**config.mk**
```make
export PLATFORM = sky130hd
export DESIGN_NAME = cd_xfer_fifo
export DESIGN_NICKNAME = d
export VERILOG_FILES = /design/src/rtl/cd_xfer_fifo.sv
export SDC_FILE = /design/constraint.sdc
export NUM_CORES = 1
export LEC_CHECK = 0
export BUFFER_PORTS_ARGS = -buffer_cell sky130_fd_sc_hd__buf_2
export CAP_MARGIN = 10
export CORE_UTILIZATION = 50
export DETAILED_ROUTE_END_ITERATION = 8
export HOLD_SLACK_MARGIN = 0.02
export PLACE_DENSITY = 0.78
export SLEW_MARGIN = 20
export SYNTH_ARGS = -nofsm -noshare
export SYNTH_HDL_FRONTEND = slang
export SYNTH_SLANG_ARGS = --single-unit
```
**constraint.sdc**
```tcl
create_clock -name CLK -period 4 [get_ports CLK]
set_input_delay 0.8 -clock CLK [delete_from_list [all_inputs] [get_ports CLK]]
set_output_delay 0.8 -clock CLK [all_outputs]
set_load 0.05 [all_outputs]
```
**src/rtl/cd_xfer_fifo.sv**
```systemverilog
// Bidirectional CD<->host transfer FIFO with DMA burst requests and sticky OVF/UNF flags.
// Latency: status flags and SH_RDATA are registered (visible the cycle after the strobe); HOST_RDATA and HOST_WAIT_N are combinational.
// Backpressure: writes to a full FIFO drop the data and set OVF; reads from an empty FIFO set UNF; HOST_WAIT_N stalls the host.
module cd_xfer_fifo #(
    parameter int DW    = 16,
    parameter int AW    = 3,
    parameter int BURST = 4
) (
    input  logic          CLK,
    input  logic          RST_N,
    input  logic          EN,
    input  logic          DIR,
    input  logic          FLUSH,
    input  logic          SH_WR,
    input  logic [DW-1:0] SH_WDATA,
    input  logic          SH_RD,
    output logic [DW-1:0] SH_RDATA,
    input  logic          HOST_SEL,
    input  logic          HOST_RD,
    input  logic          HOST_WR,
    input  logic [DW-1:0] HOST_WDATA,
    output logic [DW-1:0] HOST_RDATA,
    output logic          HOST_WAIT_N,
    output logic          DREQ,
    output logic [AW:0]   LEVEL,
    output logic          EMPTY,
    output logic          FULL,
    output logic          OVF,
    output logic          UNF
);

    localparam int DEPTH = 1 << AW;
    localparam int LW    = AW + 1;
    localparam int CW    = $clog2(BURST + 1);

    typedef enum logic {
        S_IDLE,
        S_REQ
    } state_t;

    logic [DW-1:0] mem [DEPTH];
    logic [AW-1:0] rd_ptr;
    logic [AW-1:0] wr_ptr;
    logic [LW-1:0] level;
    state_t        state;
    logic [CW-1:0] burst_cnt;
    logic          dir_q;

    logic          wr_act;
    logic          rd_act;
    logic [DW-1:0] wr_dat;
    logic          rd_ok;
    logic          wr_ok;
    logic          sh_xfer;
    logic          arm;
    logic          dir_chg;

    assign wr_act  = EN & (DIR ? HOST_WR : SH_WR);
    assign rd_act  = EN & (DIR ? SH_RD : HOST_RD);
    assign wr_dat  = DIR ? HOST_WDATA : SH_WDATA;
    assign rd_ok   = rd_act & ~EMPTY;
    // A read in the same cycle frees a slot, so a write to a full FIFO still lands.
    assign wr_ok   = wr_act & (~FULL | rd_ok);
    assign sh_xfer = DIR ? rd_ok : wr_ok;
    assign dir_chg = DIR != dir_q;
    assign arm     = DIR ? (level >= LW'(BURST))
                         : ((LW'(DEPTH) - level) >= LW'(BURST));

    assign LEVEL       = level;
    assign EMPTY       = (level == '0);
    assign FULL        = (level == LW'(DEPTH));
    assign HOST_RDATA  = mem[rd_ptr];
    assign HOST_WAIT_N = ~(HOST_SEL & EN & (DIR ? FULL : EMPTY));

    // RAM is deliberately left uninitialised by reset and flush.
    always_ff @(posedge CLK) begin
        if (RST_N && !FLUSH && wr_ok) begin
            mem[wr_ptr] <= wr_dat;
        end
    end

    always_ff @(posedge CLK or negedge RST_N) begin
        if (!RST_N) begin
            rd_ptr   <= '0;
            wr_ptr   <= '0;
            level    <= '0;
            OVF      <= 1'b0;
            UNF      <= 1'b0;
            SH_RDATA <= '0;
        end else if (FLUSH) begin
            rd_ptr <= '0;
            wr_ptr <= '0;
            level  <= '0;
            OVF    <= 1'b0;
            UNF    <= 1'b0;
        end else begin
            if (rd_ok) begin
                rd_ptr <= rd_ptr + AW'(1);
                if (DIR) begin
                    SH_RDATA <= mem[rd_ptr];
                end
            end
            if (wr_ok) begin
                wr_ptr <= wr_ptr + AW'(1);
            end
            if (rd_act && EMPTY) begin
                UNF <= 1'b1;
            end
            if (wr_act && !wr_ok) begin
                OVF <= 1'b1;
            end
            case ({wr_ok, rd_ok})
                2'b10:   level <= level + LW'(1);
                2'b01:   level <= level - LW'(1);
                default: level <= level;
            endcase
        end
    end

    always_ff @(posedge CLK or negedge RST_N) begin
        if (!RST_N) begin
            state     <= S_IDLE;
            burst_cnt <= '0;
            dir_q     <= 1'b0;
            DREQ      <= 1'b0;
        end else begin
            dir_q <= DIR;
            if (FLUSH || !EN || dir_chg) begin
                state     <= S_IDLE;
                burst_cnt <= '0;
                DREQ      <= 1'b0;
            end else begin
                case (state)
                    S_IDLE: begin
                        if (arm) begin
                            state <= S_REQ;
                            DREQ  <= 1'b1;
                        end
                    end
                    S_REQ: begin
                        if (sh_xfer) begin
                            if (burst_cnt == CW'(BURST - 1)) begin
                                state     <= S_IDLE;
                                burst_cnt <= '0;
                                DREQ      <= 1'b0;
                            end else begin
                                burst_cnt <= burst_cnt + CW'(1);
                            end
                        end
                    end
                    default: begin
                        state     <= S_IDLE;
                        burst_cnt <= '0;
                        DREQ      <= 1'b0;
                    end
                endcase
            end
        end
    end

endmodule

```
### After elaboration in Yosys (flattened, before gate mapping)

Memories as Yosys holds them, arrays and structs flattened.
Cells that the tools add are included.

* memory bits (writable): 128
* register bits: 34
* latch bits: 0
* memory bits (read-only): 0
* memories: 1

Memories
* mem: words 8, width 16, read ports 1, clocked after memory_dff 0, wr ports 1, RTL line 41 `logic [DW-1:0] mem [DEPTH];`

* $mul: 0
* reductions and logical operators: 20
* equal/unequal tests: 8
* $add $sub $neg: 6
* bitwise gates (word level): 12
* div/mod/pow operators: 0
* muxes and demuxes: 32
* shift-type cells: 0
* $lt $le $gt $ge: 2

Operator list (count)
* $mux W3: 8
* $mux W1: 19
* $mux W16: 1
* $reduce_bool A2 Y1: 6
* $add A3 B1 Y3 const B: 3
* $ge A4 B3 Y1 const B: 2
* $pmux W4 S2: 1
* $and A1 B1 Y1: 6
* $ne A3 B1 Y1 const B: 2
* $reduce_and A3 Y1: 2
* $not A1 Y1: 5
* $add A4 B1 Y4 const B: 1
* $eq A4 B4 Y1 const B: 1
* $logic_and A1 B1 Y1: 4
* $logic_not A4 Y1: 1
* $mux W4: 1
* $pmux W1 S2: 2
* $sub A4 B1 Y4 const B: 1
* $sub A4 B4 Y4 const A: 1
* $eq A3 B2 Y1 const B: 1
* $logic_not A1 Y1: 3
* $ne A3 B3 Y1 const B: 1
* $reduce_bool A3 Y1: 1
* $eq A2 B1 Y1 const B: 1
* other kinds (5): 6

### Longest topological paths before layout

Gate-level depths: netlist of run 1.

* depth after elaboration: 9
* depth in mapped cells: 8

### Least setup slack after synthesis of run 1

OpenSTA, ideal clock, no wires.

* path type: input to register
* from: input DIR
* to: memory mem[1][0], enable pin
* setup slack: 300 ps
* cell stages on the path: 5
* arrival: 3270 ps
* path buffers: 1
* cells stage by stage: buf_6 mux2_2 o211ai_1 or2_2 nor4_1

* cells in the longest elaborated chain, start to end: 8

RTL lines
* start: declaration: RTL line 12 `input logic DIR,`
* $mux W1: RTL line 59 `assign rd_act = EN & (DIR ? SH_RD : HOST_RD);`
* $and A1 B1 Y1: RTL line 59
* $and A1 B1 Y1: RTL line 61 `assign rd_ok = rd_act & ~EMPTY;`
* $or A1 B1 Y1: RTL line 63 `assign wr_ok = wr_act & (~FULL | rd_ok);`
* $and A1 B1 Y1 *: RTL line 63
* $logic_and A1 B1 Y1 *: RTL line 77 `if (RST_N && !FLUSH && wr_ok) begin`
* $mux W1 *: RTL line 77
* $mux W1 (implied by the code) *: RTL line 78 `mem[wr_ptr] <= wr_dat;`
* end: declaration: RTL line 41

Mark *: on every way between the ends. The rest lies on a longest branch, timed or not.

### Worst setup path after layout of run 1

* from: register rd_ptr[0]
* to: output HOST_RDATA[1]

* cells in the longest elaborated chain, start to end: 1

RTL lines
* start: declaration: RTL line 42 `logic [AW-1:0] rd_ptr;`
* start signal: assignment: RTL line 98 `rd_ptr <= rd_ptr + AW'(1);`
* $mem_v2 Z8 W16
* end: declaration: RTL line 22 `output logic [DW-1:0] HOST_RDATA,`

No other way between the ends.

==> flow_summary.ini, run 1 <==
[finish]
final_cell_mix = edfxtp_1, buf_2, mux2_2, dfrtp_1, mux4_2
n_antenna_cell = 0
final_common_cell = edfxtp_1
nNetsFinal = 515
fill_cells = 999
seq_area_um2 = 4700
multi_input_area_um2 = 2070
drive_above_1_share = 0.465
syn_to_final_growth_pct = 18.1

[min_path]
min_path_type = in2async

[sta]
min_period_ns = 3.31
finalCritPeriodShare = 0.828
fmax_ghz = 0.302
timing.final.hold_violations = 0
final.setup_skew_ns = 0.00824
slew_headroom = 0.332
setup_tns_ns = 0
slew_violations = 0
rsz0062_at_grt = false
tightest_slew_ns = 1.00
setup_viol = 0

[power_and_ir_drop]
power_density_nw_per_um2 = 527
ir_worst_vdd_mv = 0.295
finalPower_w = 0.00428
leakagePower_nw = 3.03

[cts]
cts_hold_buffers = 0
cts_setup_buffers = 0
ctsResizeCount = 0
cts.path.max_buffers = 2
cts_tree = built
clk_pin_slew_ns = 0.06
htree_levels = 4
numClockSinks = 162
cts_made_buffers = 17
root_buffer = clkbuf_16
clk_latency_ns = 0.42

[critical_path]
reg2reg_depth = 8
worstSetupEndpointType = output port
cp-start-kind = flip-flop
required_ns = 3.20
critPathArrivalTime_ns = 2.51
worst-setup-path-type = reg2out
path_max_fanout = 18

[placed_design]
io_buffers = 83
finalWeightedCongestion = 0.837
dpl.hpwl_um = 8380

[yosys]
synth_top_area_frac = 0.558
async_flop_share = 0.210
netlist-cell-type-count = 48
yosys.area.top_type = edfxtp_1
synth_area_um2 = 6880
synthMuxAreaShare = 0.205
synthesis.nets = 416
synth_top_family_by_area = multiplexers
synth_compound_area_frac = 0.0235
synthXorXnorAreaFrac = 0.00891
synth_edf_count = 128
yosysWarnings = 0
synth-seq-area-share = 0.682
avgSynthCellArea_um2 = 18.6
synthTopCellsByArea = edfxtp_1, dfrtp_1, mux4_2
synth-simple-area-share = 0.0514
synth_seq_cells = 162
ys.flop_type = edfxtp_1
syn_inst = 370
synthAdderAreaFrac = 0.00727

[grt]
use_met1 = 0.280
grt_pass1_vias = 3853
grtUsageTotal = 0.209
grt_overflow = 0
grt_max_degree = 35
antenna_found_initial = 0
met2_usage = 0.338
use_met3 = 0.0503
busiest_layer = met2
grt_pass1_wl_um = 21500

[die]
core_area_um2 = 13300
start_util = 0.516
rows = 42
fp.dieW_um = 119
ios = 84
die_area_um2 = 14200
die_y_um = 119

[flow_run]
cap_violations = 0

[routing]
drt_iter0_drc = 343
vias_per_cell = 5.72
remaining_drc_errors = 0
num_vias = 3763
post_drt_wl_per_cell_um = 20.8
routed_wl_um = 13700
drtAntennaViolNets = 0
dr.pass1.iters = 4

[outcome]
status = complete, no violations
-- path summary, 6_finish.rpt --
| check | startpoint | endpoint | slack (ns) |
|---|---|---|---|
| max | rd_ptr[0] | HOST_RDATA[1] | 0.69 |
| min | RST_N | wr_ptr[1] | 0.19 |
| max reg2reg | LEVEL[3] | LEVEL[2] | 1.43 |
| min reg2reg | SH_RDATA[4] | SH_RDATA[4] | 0.50 |
| max in group asynchronous | RST_N | rd_ptr[0] | 3.11 |
| min in group CLK | SH_RDATA[4] | SH_RDATA[4] | 0.50 |
-- through the flow --
step	setup slack [ns]	hold slack [ns]	area, µm²	utilization	std cells
global route	0.529	0.185	8130	0.609	658
detailed placement	1.06	0.489	7560	0.566	626
finish	0.686	0.192	8130	0.609	658
global placement	1.09	0.482	7560	0.566	626
CTS	0.615	0.171	8130	0.609	658
floorplan	0.300	0.469	6880	-	370
-- power breakdown --
group	internal [W]	leakage [nW]	total (W)	switching [W]
combinational	0.000250	1.15	0.000744	0.000494
clock	0.000968	0.278	0.00157	0.000599
sequential	0.00191	1.60	0.00197	0.0000614
-- logic make-up after synthesis --
group,count (synthesis)
xor gates and xnor gates,7
adders and majority gates,4
muxes,90
and+or+nand+nor,59
AOI/OAI and AO/OA,22
buffers and inverters,26
DFF,162
-- final cells by class --
| type | count | share of cell area |
|---|---|---|
| Sequential cell | 162 | 0.578 |
| Multi-Input combinational cell | 182 | 0.255 |
| Timing Repair Buffer | 98 | 0.0665 |
| Clock buffer | 27 | 0.0606 |
| Tap cell | 176 | 0.0271 |
| Clock inverter | 5 | 0.00954 |
| Inverter | 8 | 0.00369 |
-- synthesized netlist by cell type (2+ instances only) --
library cell,instances
mux2i_1,6
o221a_2,2
nor4_1,2
nand2_1,7
o211ai_1,2
o21ai_0,3
nor2_1,12
buf_6,5
nand2b_1,6
mux2_2,41
nor2b_1,3
buf_2,2
edfxtp_1,128
clkbuf_1,9
dfrtp_1,34
a211oi_1,2
xnor2_1,2
and4_1,2
xor2_1,5
mux2_4,11
or3_1,4
nand3b_1,2
nor3_1,6
inv_1,8
a21oi_1,6
ha_1,4
nand3_1,4
mux4_2,32
-- layer usage --
metal / vias up / part of all wire
met4: 0 / 0.0098
li1: 1671 / -
met2: 116 / 0.50
met3: 11 / 0.055
met1: 1965 / 0.43
met5: - / 0
-- critical path, cell delays in order, from the launching register on --
cell and delay [ns]:
dfrtp_2 0.77, buf_12 0.27, mux4_2 0.50, mux2_2 0.32, buf_2 0.22
-- sequential cells by signal (all words and copies together), names as in the netlist --
register   count
wr_ptr         3
dir_q          1
LEVEL          4
burst_cnt      3
SH_RDATA      16
OVF            1
rd_ptr         3
state          1
mem          128
UNF            1
DREQ           1
Power figures use the tool's default switching activity.
==> inputs of run 2 (changes only) <==
Settings changed: ABC_AREA from default to 1.
Clock period 4 ns to 3.3 ns, I/O delays scaled along.
==> run 2 against run 1 <==
Utilization fell by 0.15 points. Clock power rose by 12%. Register-to-register slack got worse by 0.22 ns. Critical path type unchanged. Critical endpoint is now HOST_RDATA[9]. Largest power group unchanged.
==> flow_summary.ini, run 2 <==
[outcome]
status = complete, no violations

[sta]
slew_violations = 0
timing.hold.ws_ns = 0.317
tightest_slew_ns = 0.728
fmax_ghz = 0.328
final.setup_skew_ns = 0.00855
finalCritPeriodShare = 0.924
timing.final.hold_violations = 0
min_period_ns = 3.05
rsz0062_at_grt = false
setup_viol = 0
fin_ws_ns = 0.250
slew_headroom = 0.515
setup_tns_ns = 0

[routing]
dr.pass1.iters = 5
drt_iter0_drc = 399
num_vias = 5089
wl_met3_um = 785
post_drt_wl_per_cell_um = 17.7
met2_length_um = 8430
drtAntennaViolNets = 0
maxUsedRoutingLayer = met4
met1_length_um = 6470
vias_per_cell = 5.51
remaining_drc_errors = 0
routed_wl_um = 16300

[yosys]
synth_top_cells_by_count = nand2_1, edfxtp_1, nor2_1, o21ai_0, dfrtp_1
synth-seq-area-share = 0.673
ys.flop_type = edfxtp_1
synth_edf_count = 128
syn_inst = 647
yosys.area.top_type = edfxtp_1
synthTopCellsByArea = edfxtp_1, dfrtp_1, nand2_1
synth_top_area_frac = 0.551
synthesis.nets = 693
netlist-cell-type-count = 35
avgSynthCellArea_um2 = 10.8
synth_seq_cells = 162
async_flop_share = 0.210
synth_area_um2 = 6970
yosysMostFrequentCell = nand2_1
yosysWarnings = 0

[finish]
final_common_cell = nand2_1
top_register = mem
finish.utilization = 0.607
largest_register_ffs = 128
final_cell_mix = nand2_1, edfxtp_1, buf_2, nor2_1, o21ai_0
nNetsFinal = 780
syn_to_final_growth_pct = 16.8
final_area_um2 = 8140
drive_above_1_share = 0.194
n_antenna_cell = 0

[grt]
grt_pass1_vias = 5027
grt_overflow = 0
grt_pass1_wl_um = 25600
grtUsageTotal = 0.240
grt_max_degree = 67
antenna_found_initial = 0

[critical_path]
required_ns = 2.64
worstSetupEndpointType = output port
path_buf_inv = 2
critPathArrivalTime_ns = 2.39
path_cells = buf_4 > nor2_1 > nor2_1 > o21ai_0 > o21ai_0 > nand2_1 > nand2_1 > buf_2
cpMaxStageDelayCell = buf_4
worst-setup-path-type = reg2out
cp-start-kind = flip-flop
max_stage_delay_ns = 0.56
cpLargestDelayFamily = buffers and inverters
path_max_fanout = 64

[die]
start_util = 0.520
die_y_um = 120
fp.dieW_um = 120
ios = 84
rows = 42
core_area_um2 = 13400
die_area_um2 = 14400

[cts]
cts_hold_buffers = 0
cts.path.max_buffers = 2
clk_pin_slew_ns = 0.06
numClockSinks = 162
root_buffer = clkbuf_16
cts_setup_buffers = 0
cts_made_buffers = 17
htree_levels = 4
clk_latency_ns = 0.42
cts_tree = built
ctsResizeCount = 0

[placed_design]
finalWeightedCongestion = 0.824
dpl.hpwl_um = 10700
io_buffers = 83
place_area_um2 = 7610
place_worst_setup_slack_ns = 0.701

[flow_run]
cap_violations = 0

[power_and_ir_drop]
ir_worst_vdd_mv = 0.379
leakagePower_nw = 3.34
power_density_nw_per_um2 = 657

[min_path]
min_path_type = in2async
-- run 2: cell count changes after synthesis, sizes merged, moves of 6 or more --
cell | previous run | this run
mux4 | 32 | 0
nand2 | 7 | 176
o21ai | 3 | 90
nand2b | 6 | 0
nor2 | 12 | 83
nand3 | 5 | 17
inv | 8 | 28
mux2i | 6 | 16
mux2 | 52 | 0
clkbuf | 9 | 17
o22ai | 1 | 16
-- run 2: kinds of logic after synthesis --
logic type / after synthesis / synth area share
DFF: 162 / 0.673
buffers and inverters: 59 / 0.0346
and+or+nand+nor: 288 / 0.171
muxes: 16 / 0.0230
adders and majority gates: 4 / 0.00718
AOI/OAI and AO/OA: 117 / 0.0890
xor gates and xnor gates: 1 / 0.00126
-- run 2: layout make-up --
type | count | area [µm²]
Sequential cell | 162 | 4700
Tap cell | 176 | 220
Inverter | 29 | 109
Clock buffer | 20 | 437
Clock inverter | 12 | 91.3
Fill cell | 1046 | 5260
Multi-Input combinational cell | 426 | 2060
Timing Repair Buffer | 98 | 528
-- run 2: worst register-to-register path: cells and delay by family (launching register included) --
family	cells	cell delay (ns)
buf+inv	2	0.41
flops	1	0.45
simple gates	7	0.91
-- run 2: power breakdown --
group / switching [W] / internal [W]
clock: 0.000738 / 0.00102
sequential: 0.0000722 / 0.00234
combinational: 0.000915 / 0.000261
total: 0.00173 / 0.00363
-- run 2: routing by layer --
layer | GRT usage | up-vias
li1 | - | 2406
met1 | 0.290 | 2462
met2 | 0.406 | 175
met3 | 0.0409 | 46
met4 | 0.141 | 0
met5 | 0 | -
-- run 2: path summary, 6_finish.rpt --
path / from / to / slack (ns) / depth (start not counted)
max: rd_ptr[0] / HOST_RDATA[9] / 0.25 / 8
min: RST_N / dir_q / 0.32 / 2
max reg2reg: LEVEL[2] / mem[0][11] / 1.21 / 9
min reg2reg: state / state / 0.49 / 1
max in group asynchronous: RST_N / rd_ptr[0] / 2.66 / 2
min in group CLK: state / state / 0.49 / 1
-- run 2: stage by stage --
step | instances | total power, W
after global routing | 923 | 0.00554
after global placement | 891 | 0.00360
after detailed placement | 891 | 0.00363
after CTS | 923 | 0.00538
after floorplan | 647 | 0.00331
final | 923 | 0.00535
